===== config.mk =====
export PLATFORM = sky130hd
export DESIGN_NAME = buscador_sar_flat
export DESIGN_NICKNAME = d
export VERILOG_FILES = /design/src/rtl/buscador_sar_pkg.sv /design/src/rtl/buscador_sar_if.sv /design/src/rtl/buscador_sar.sv /design/src/flat_wrapper.sv
export SDC_FILE = /design/constraint.sdc
export NUM_CORES = 1
export LEC_CHECK = 0
export CAP_MARGIN = 25
export CORE_MARGIN = 2
export CORE_UTILIZATION = 30
export DETAILED_ROUTE_END_ITERATION = 10
export GPL_TIMING_DRIVEN = 0
export MAX_ROUTING_LAYER = met4
export PLACE_DENSITY_LB_ADDON = 0.25
export SLEW_MARGIN = 10
export SYNTH_ARGS = -nofsm -noshare
export SYNTH_HDL_FRONTEND = slang
export SYNTH_SLANG_ARGS = --single-unit

===== constraint.sdc =====
create_clock -name clk -period 2 [get_ports clk]
set_clock_uncertainty 0.1 [all_clocks]
set_input_delay 0.3 -clock clk [delete_from_list [all_inputs] [get_ports clk]]
set_output_delay 0.3 -clock clk [all_outputs]
set_load 0.05 [all_outputs]

===== src/rtl/buscador_sar_pkg.sv =====
// Shared definitions for the successive-approximation search controller:
// comparator result codes and FSM state encodings.
package buscador_sar_pkg;

  localparam logic [2:0] CMP_MAYOR = 3'b100;
  localparam logic [2:0] CMP_MENOR = 3'b010;
  localparam logic [2:0] CMP_IGUAL = 3'b001;

  typedef enum logic [1:0] {
    REPOSO = 2'b00,
    PRUEBA = 2'b01,
    FIN    = 2'b10
  } estado_t;

endpackage


===== src/rtl/buscador_sar_if.sv =====
// Handshake and comparator-side signals of the search controller.
// The master modport belongs to whoever drives inicio and owns the comparator.
interface buscador_sar_if #(
  parameter int bitsEntry = 4,
  parameter int bitsOut   = 3
);
  logic                 inicio;
  logic [bitsOut-1:0]   comparacion;
  logic [bitsEntry-1:0] prueba;
  logic [bitsEntry-1:0] resultado;
  logic                 ocupado;
  logic                 listo;
  logic                 error;

  modport master (
    output inicio, comparacion,
    input  prueba, resultado, ocupado, listo, error
  );

  modport slave (
    input  inicio, comparacion,
    output prueba, resultado, ocupado, listo, error
  );
endinterface


===== src/rtl/buscador_sar.sv =====
// Successive-approximation search: walks a trial code MSB-first against an external
// magnitude comparator and reports the converged value (or an error on inconsistent results).
//
// state  | meaning
// REPOSO | idle, waiting for inicio
// PRUEBA | trial code on prueba, deciding one bit per cycle from comparacion
// FIN    | one-cycle listo pulse, then back to REPOSO
module buscador_sar
  import buscador_sar_pkg::*;
#(
  parameter int bitsEntry = 4,
  parameter int bitsOut   = 3
) (
  input  logic           clk,
  input  logic           rst,
  buscador_sar_if.slave  bus
);

  localparam int IW = $clog2(bitsEntry);
  localparam logic [IW-1:0]        IDX_TOP    = IW'(bitsEntry - 1);
  localparam logic [bitsEntry-1:0] TRIAL_INIT = {1'b1, {(bitsEntry-1){1'b0}}};

  estado_t              estado_q, estado_d;
  logic [bitsEntry-1:0] prueba_q, prueba_d;
  logic [bitsEntry-1:0] resultado_q, resultado_d;
  logic [IW-1:0]        idx_q, idx_d;
  logic                 error_q, error_d;

  logic [IW-1:0]        idx_m1;
  logic [bitsEntry-1:0] trial_clr;
  logic [bitsEntry-1:0] trial_menor;
  logic [bitsEntry-1:0] trial_mayor;

  // Candidate next trials; idx_m1 is only consumed when idx_q != 0, so its wrap is harmless.
  always_comb begin
    idx_m1              = idx_q - IW'(1);
    trial_clr           = prueba_q;
    trial_clr[idx_q]    = 1'b0;
    trial_menor         = trial_clr;
    trial_menor[idx_m1] = 1'b1;
    trial_mayor         = prueba_q;
    trial_mayor[idx_m1] = 1'b1;
  end

  always_ff @(posedge clk or posedge rst) begin
    if (rst) begin
      estado_q    <= REPOSO;
      prueba_q    <= '0;
      resultado_q <= '0;
      idx_q       <= IDX_TOP;
      error_q     <= 1'b0;
    end else begin
      estado_q    <= estado_d;
      prueba_q    <= prueba_d;
      resultado_q <= resultado_d;
      idx_q       <= idx_d;
      error_q     <= error_d;
    end
  end

  always_comb begin
    estado_d    = estado_q;
    prueba_d    = prueba_q;
    resultado_d = resultado_q;
    idx_d       = idx_q;
    error_d     = error_q;
    case (estado_q)
      REPOSO: begin
        if (bus.inicio) begin
          prueba_d = TRIAL_INIT;
          idx_d    = IDX_TOP;
          error_d  = 1'b0;
          estado_d = PRUEBA;
        end
      end
      PRUEBA: begin
        case (bus.comparacion)
          CMP_IGUAL: begin
            resultado_d = prueba_q;
            estado_d    = FIN;
          end
          CMP_MENOR: begin
            if (idx_q == '0) begin
              prueba_d    = trial_clr;
              resultado_d = trial_clr;
              estado_d    = FIN;
            end else begin
              prueba_d = trial_menor;
              idx_d    = idx_m1;
            end
          end
          CMP_MAYOR: begin
            // A above the all-ones tail at the last bit means A moved during the search.
            if (idx_q == '0) begin
              error_d     = 1'b1;
              resultado_d = '0;
              estado_d    = FIN;
            end else begin
              prueba_d = trial_mayor;
              idx_d    = idx_m1;
            end
          end
          default: begin
            error_d     = 1'b1;
            resultado_d = '0;
            estado_d    = FIN;
          end
        endcase
      end
      FIN:     estado_d = REPOSO;
      default: estado_d = REPOSO;
    endcase
  end

  assign bus.prueba    = prueba_q;
  assign bus.resultado = resultado_q;
  assign bus.error     = error_q;
  assign bus.ocupado   = (estado_q == PRUEBA);
  assign bus.listo     = (estado_q == FIN);

endmodule


===== src/flat_wrapper.sv =====
// flat-port wrapper written by rule: the top's interface ports become plain ports
module buscador_sar_flat import buscador_sar_pkg::*;
#(
  parameter int bitsEntry = 4,
  parameter int bitsOut   = 3
)
  (clk, rst, bus_inicio, bus_comparacion, bus_prueba, bus_resultado, bus_ocupado, bus_listo, bus_error);
  buscador_sar_if #(.bitsEntry(bitsEntry), .bitsOut(bitsOut)) bus_i ();
  input  logic clk;
  input  logic rst;
  input wire logic [$bits(bus_i.inicio)-1:0] bus_inicio;
  input wire logic [$bits(bus_i.comparacion)-1:0] bus_comparacion;
  output wire logic [$bits(bus_i.prueba)-1:0] bus_prueba;
  output wire logic [$bits(bus_i.resultado)-1:0] bus_resultado;
  output wire logic [$bits(bus_i.ocupado)-1:0] bus_ocupado;
  output wire logic [$bits(bus_i.listo)-1:0] bus_listo;
  output wire logic [$bits(bus_i.error)-1:0] bus_error;
  assign bus_i.inicio = bus_inicio;
  assign bus_i.comparacion = bus_comparacion;
  assign bus_prueba = bus_i.prueba;
  assign bus_resultado = bus_i.resultado;
  assign bus_ocupado = bus_i.ocupado;
  assign bus_listo = bus_i.listo;
  assign bus_error = bus_i.error;
  buscador_sar #(.bitsEntry(bitsEntry), .bitsOut(bitsOut)) u_core (.clk(clk), .rst(rst), .bus(bus_i));
endmodule

==> impl_metrics.yaml <==
outcome:
  status: "finished, final reports clean"
setup_path:
  end_kind: "register"
  cp.arrival_ns: 1.98
  cp_slowest_cell: "dfstp_2"
  criticalPathCategory: "reg2reg"
  crit_path_start: "u_core.idx_q[1]"
  worstPathRequired_ns: 2.07
  start_kind: "register"
  cpPeakStageDelay_ns: 0.62
  critPathMaxFanout: 8
  reg2reg_slack_ns: 0.09
  reg2reg_from: "u_core.idx_q[1]"
  crit_chain: "inv_1 -> ha_2 -> nor3b_4 -> o211ai_1 -> buf_4 -> o22a_1"
yosys:
  synth.distinct_cells: 39
  ys.flop_type: "dfrtp_1"
  ys_seq_elements: 13
  synth_fp_nets: 101
  synth.cell_area_um2: 840
  async_reset_ff_frac: 1.00
  netlist_instances: 91
  seq_area_frac_synth: 0.390
  ys_top_cells_by_area: "dfrtp_1 (33%), dfstp_2 (6.3%), ha_1 (6.0%), nor2_1 (4.5%), nand2_1 (4.0%)"
  synth_edf_count: 0
  synth_top_area_cell: "dfrtp_1"
  netlist.area_leader.share: 0.328
  avgSynthCellArea_um2: 9.23
  yosysWarnings: 0
global_routing:
  grtUsageTotal: 0.128
  antenna_found_initial: 0
  grt_start_max_net_pins: 14
  grt_pass1_wl_um: 3160
  grt_pass1_vias: 700
  grt-ovfl-total: 0
drt:
  drc: 0
  wl_um: 1890
  viasPerCell: 4.97
  wire_per_inst_um: 13.0
  dr.first_iter.drc_count: 9
  via_count: 720
  postRouteAntennaNets: 0
  first_pass_iters: 4
clocking:
  root_buffer: "clkbuf_4"
  h-tree-depth: 1
  clock_latency_ns: 0.27
  clk_pin_slew_ns: 0.08
  cts.sinks: 13
  cts_tree: "done"
  clockBufferDepth: 2
  ctsHoldBuffers: 0
  cts_buffers: 3
sta:
  hold_violations: 0
  setup_viol: 0
  fmax_mhz: 523
  drv_slew: 0
  period_share: 0.957
  rsz0062_at_grt: "no"
  final.min_clock_period_ns: 1.91
  worstMarginPinSlew_ns: 0.595
  timing.slew.headroom: 0.600
  holdWs_ns: 0.244
pwr:
  p_leak_uw: 0.000476
  cellPowerDensity_mw_per_mm2: 1200
  total_power_uw: 1310
  max-vdd-ir-drop_uv: 522
placed_design:
  routabilityCongestion: 0.799
  placed_cells: 137
  port_buffers: 15
  hpwl_um: 1410
final_layout:
  post_layout_nonfiller_instances: 145
  nNetsFinal: 125
  area_growth_syn_to_layout_pct: 30.1
  drive_above_1_share: 0.211
  antenna_cells: 0
  fillers: 296
floorplanning:
  core_mm2: 0.00271
  die_area_mm2: 0.00324
  die_h_um: 56.9
  chipWidth_um: 56.9
  initial_core_util: 0.310
  ios: 17
  num_rows: 19
run:
  drv_cap: 0
hold_path:
  min_path_type: "in2async"
-- area by class of cell --
cell class | instances | area (µm²) | area share
Sequential cell | 13 | 328 | 0.300
Tap cell | 31 | 38.8 | 0.0355
Buffer | 3 | 23.8 | 0.0218
Multi-Input combinational cell | 69 | 479 | 0.439
Inverter | 6 | 22.5 | 0.0206
Clock buffer | 4 | 26.3 | 0.0241
Timing Repair Buffer | 19 | 174 | 0.159
-- synth_stat cells, types with 2 or more instances --
cell type  count
nor2_1        10
nand2_1        9
dfstp_2        2
a31oi_1        2
a21oi_1        5
o22a_1         2
inv_1          6
o2bb2ai_1      2
ha_1           4
o21ai_1        4
or3b_1         2
dfrtp_1       11
nor2b_1        2
o21ai_0        5
-- placed cells by master, fill, tap and decap left out, types with 2 or more instances in the layout --
| master | instances |
|---|---|
| o21ai_0 | 5 |
| o2bb2ai_1 | 2 |
| clkbuf_4 | 3 |
| o21ai_1 | 4 |
| dfstp_2 | 2 |
| dfrtp_1 | 11 |
| buf_4 | 5 |
| a31oi_1 | 2 |
| clkdlybuf4s50_1 | 13 |
| nor2b_1 | 2 |
| ha_1 | 3 |
| a21oi_1 | 5 |
| nand2_1 | 9 |
| nor2_1 | 10 |
| or3b_1 | 2 |
| o22a_1 | 2 |
| inv_1 | 6 |
-- where the power goes --
part           switching, µW  internal (µW)
logic                    441            292
registers               62.7            347
clock network           86.3           77.2
-- worst max-delay path, delay by kind of cell, from the launching register on --
kind / cells / cell delay, ns
DFF: 1 / 0.62
AOI/OAI and AO/OA: 2 / 0.32
buffers and inverters: 2 / 0.27
adders and majority gates: 1 / 0.25
and+or+nand+nor: 1 / 0.25
-- final timing paths --
check	endpoint	cells after the start
worst min register to register	u_core.bus.resultado[3]	2
worst max-delay path	u_core.bus.prueba[3]	6
worst max register to register	u_core.bus.prueba[3]	6
max in group asynchronous	u_core.idx_q[1]	2
min in group clk	u_core.bus.error	3
worst min-delay path	u_core.bus.error	2
-- repair_timing --
action                     CTS  global route
setup buffers                0             4
pin swaps                    0             2
gates resized for setup      4             3
setup endpoints to repair    5             9
hold endpoints to repair     0             0
gates cloned                 0             0
-- metal layers --
layer / track usage / up-vias / share of wire / routed length (µm)
li1: - / 364 / - / -
met1: 0.164 / 346 / 0.48 / 900
met2: 0.199 / 10 / 0.50 / 953
met3: 0.0161 / 0 / 0.019 / 36
met4: 0.0598 / 0 / 0 / 0
met5: - / - / 0 / 0
-- state kept, by name (all words and copies together) (netlist names) --
| signal | cells |
|---|---|
| u_core.estado_q | 2 |
| u_core.bus.error | 1 |
| u_core.bus.prueba | 4 |
| u_core.idx_q | 2 |
| u_core.bus.resultado | 4 |
-- cells by family after synthesis --
family | Yosys count | share of synthesized area
AO/OA/AOI/OAI | 27 | 0.222
XOR/XNOR | 1 | 0.0104
adder cells (fa/ha/maj) | 4 | 0.0596
buffers and inverters | 9 | 0.0551
flip-flops | 13 | 0.390
multiplexers | 2 | 0.0253
AND/OR/NAND/NOR | 35 | 0.237
-- per-stage QoR --
stage,cell area (µm²),utilization,setup slack (ns),setup TNS (ns)
after floorplan,840,-,0.151,0
after global routing,1090,0.403,0.00587,0
final,1090,0.403,0.0867,0
after CTS,1060,0.391,0.00884,0
after detailed placement,1030,0.380,-0.0735,-0.0748
after global placement,1030,0.380,-0.0474,-0.0474
Note: power is estimated with default switching activity, not from simulation.
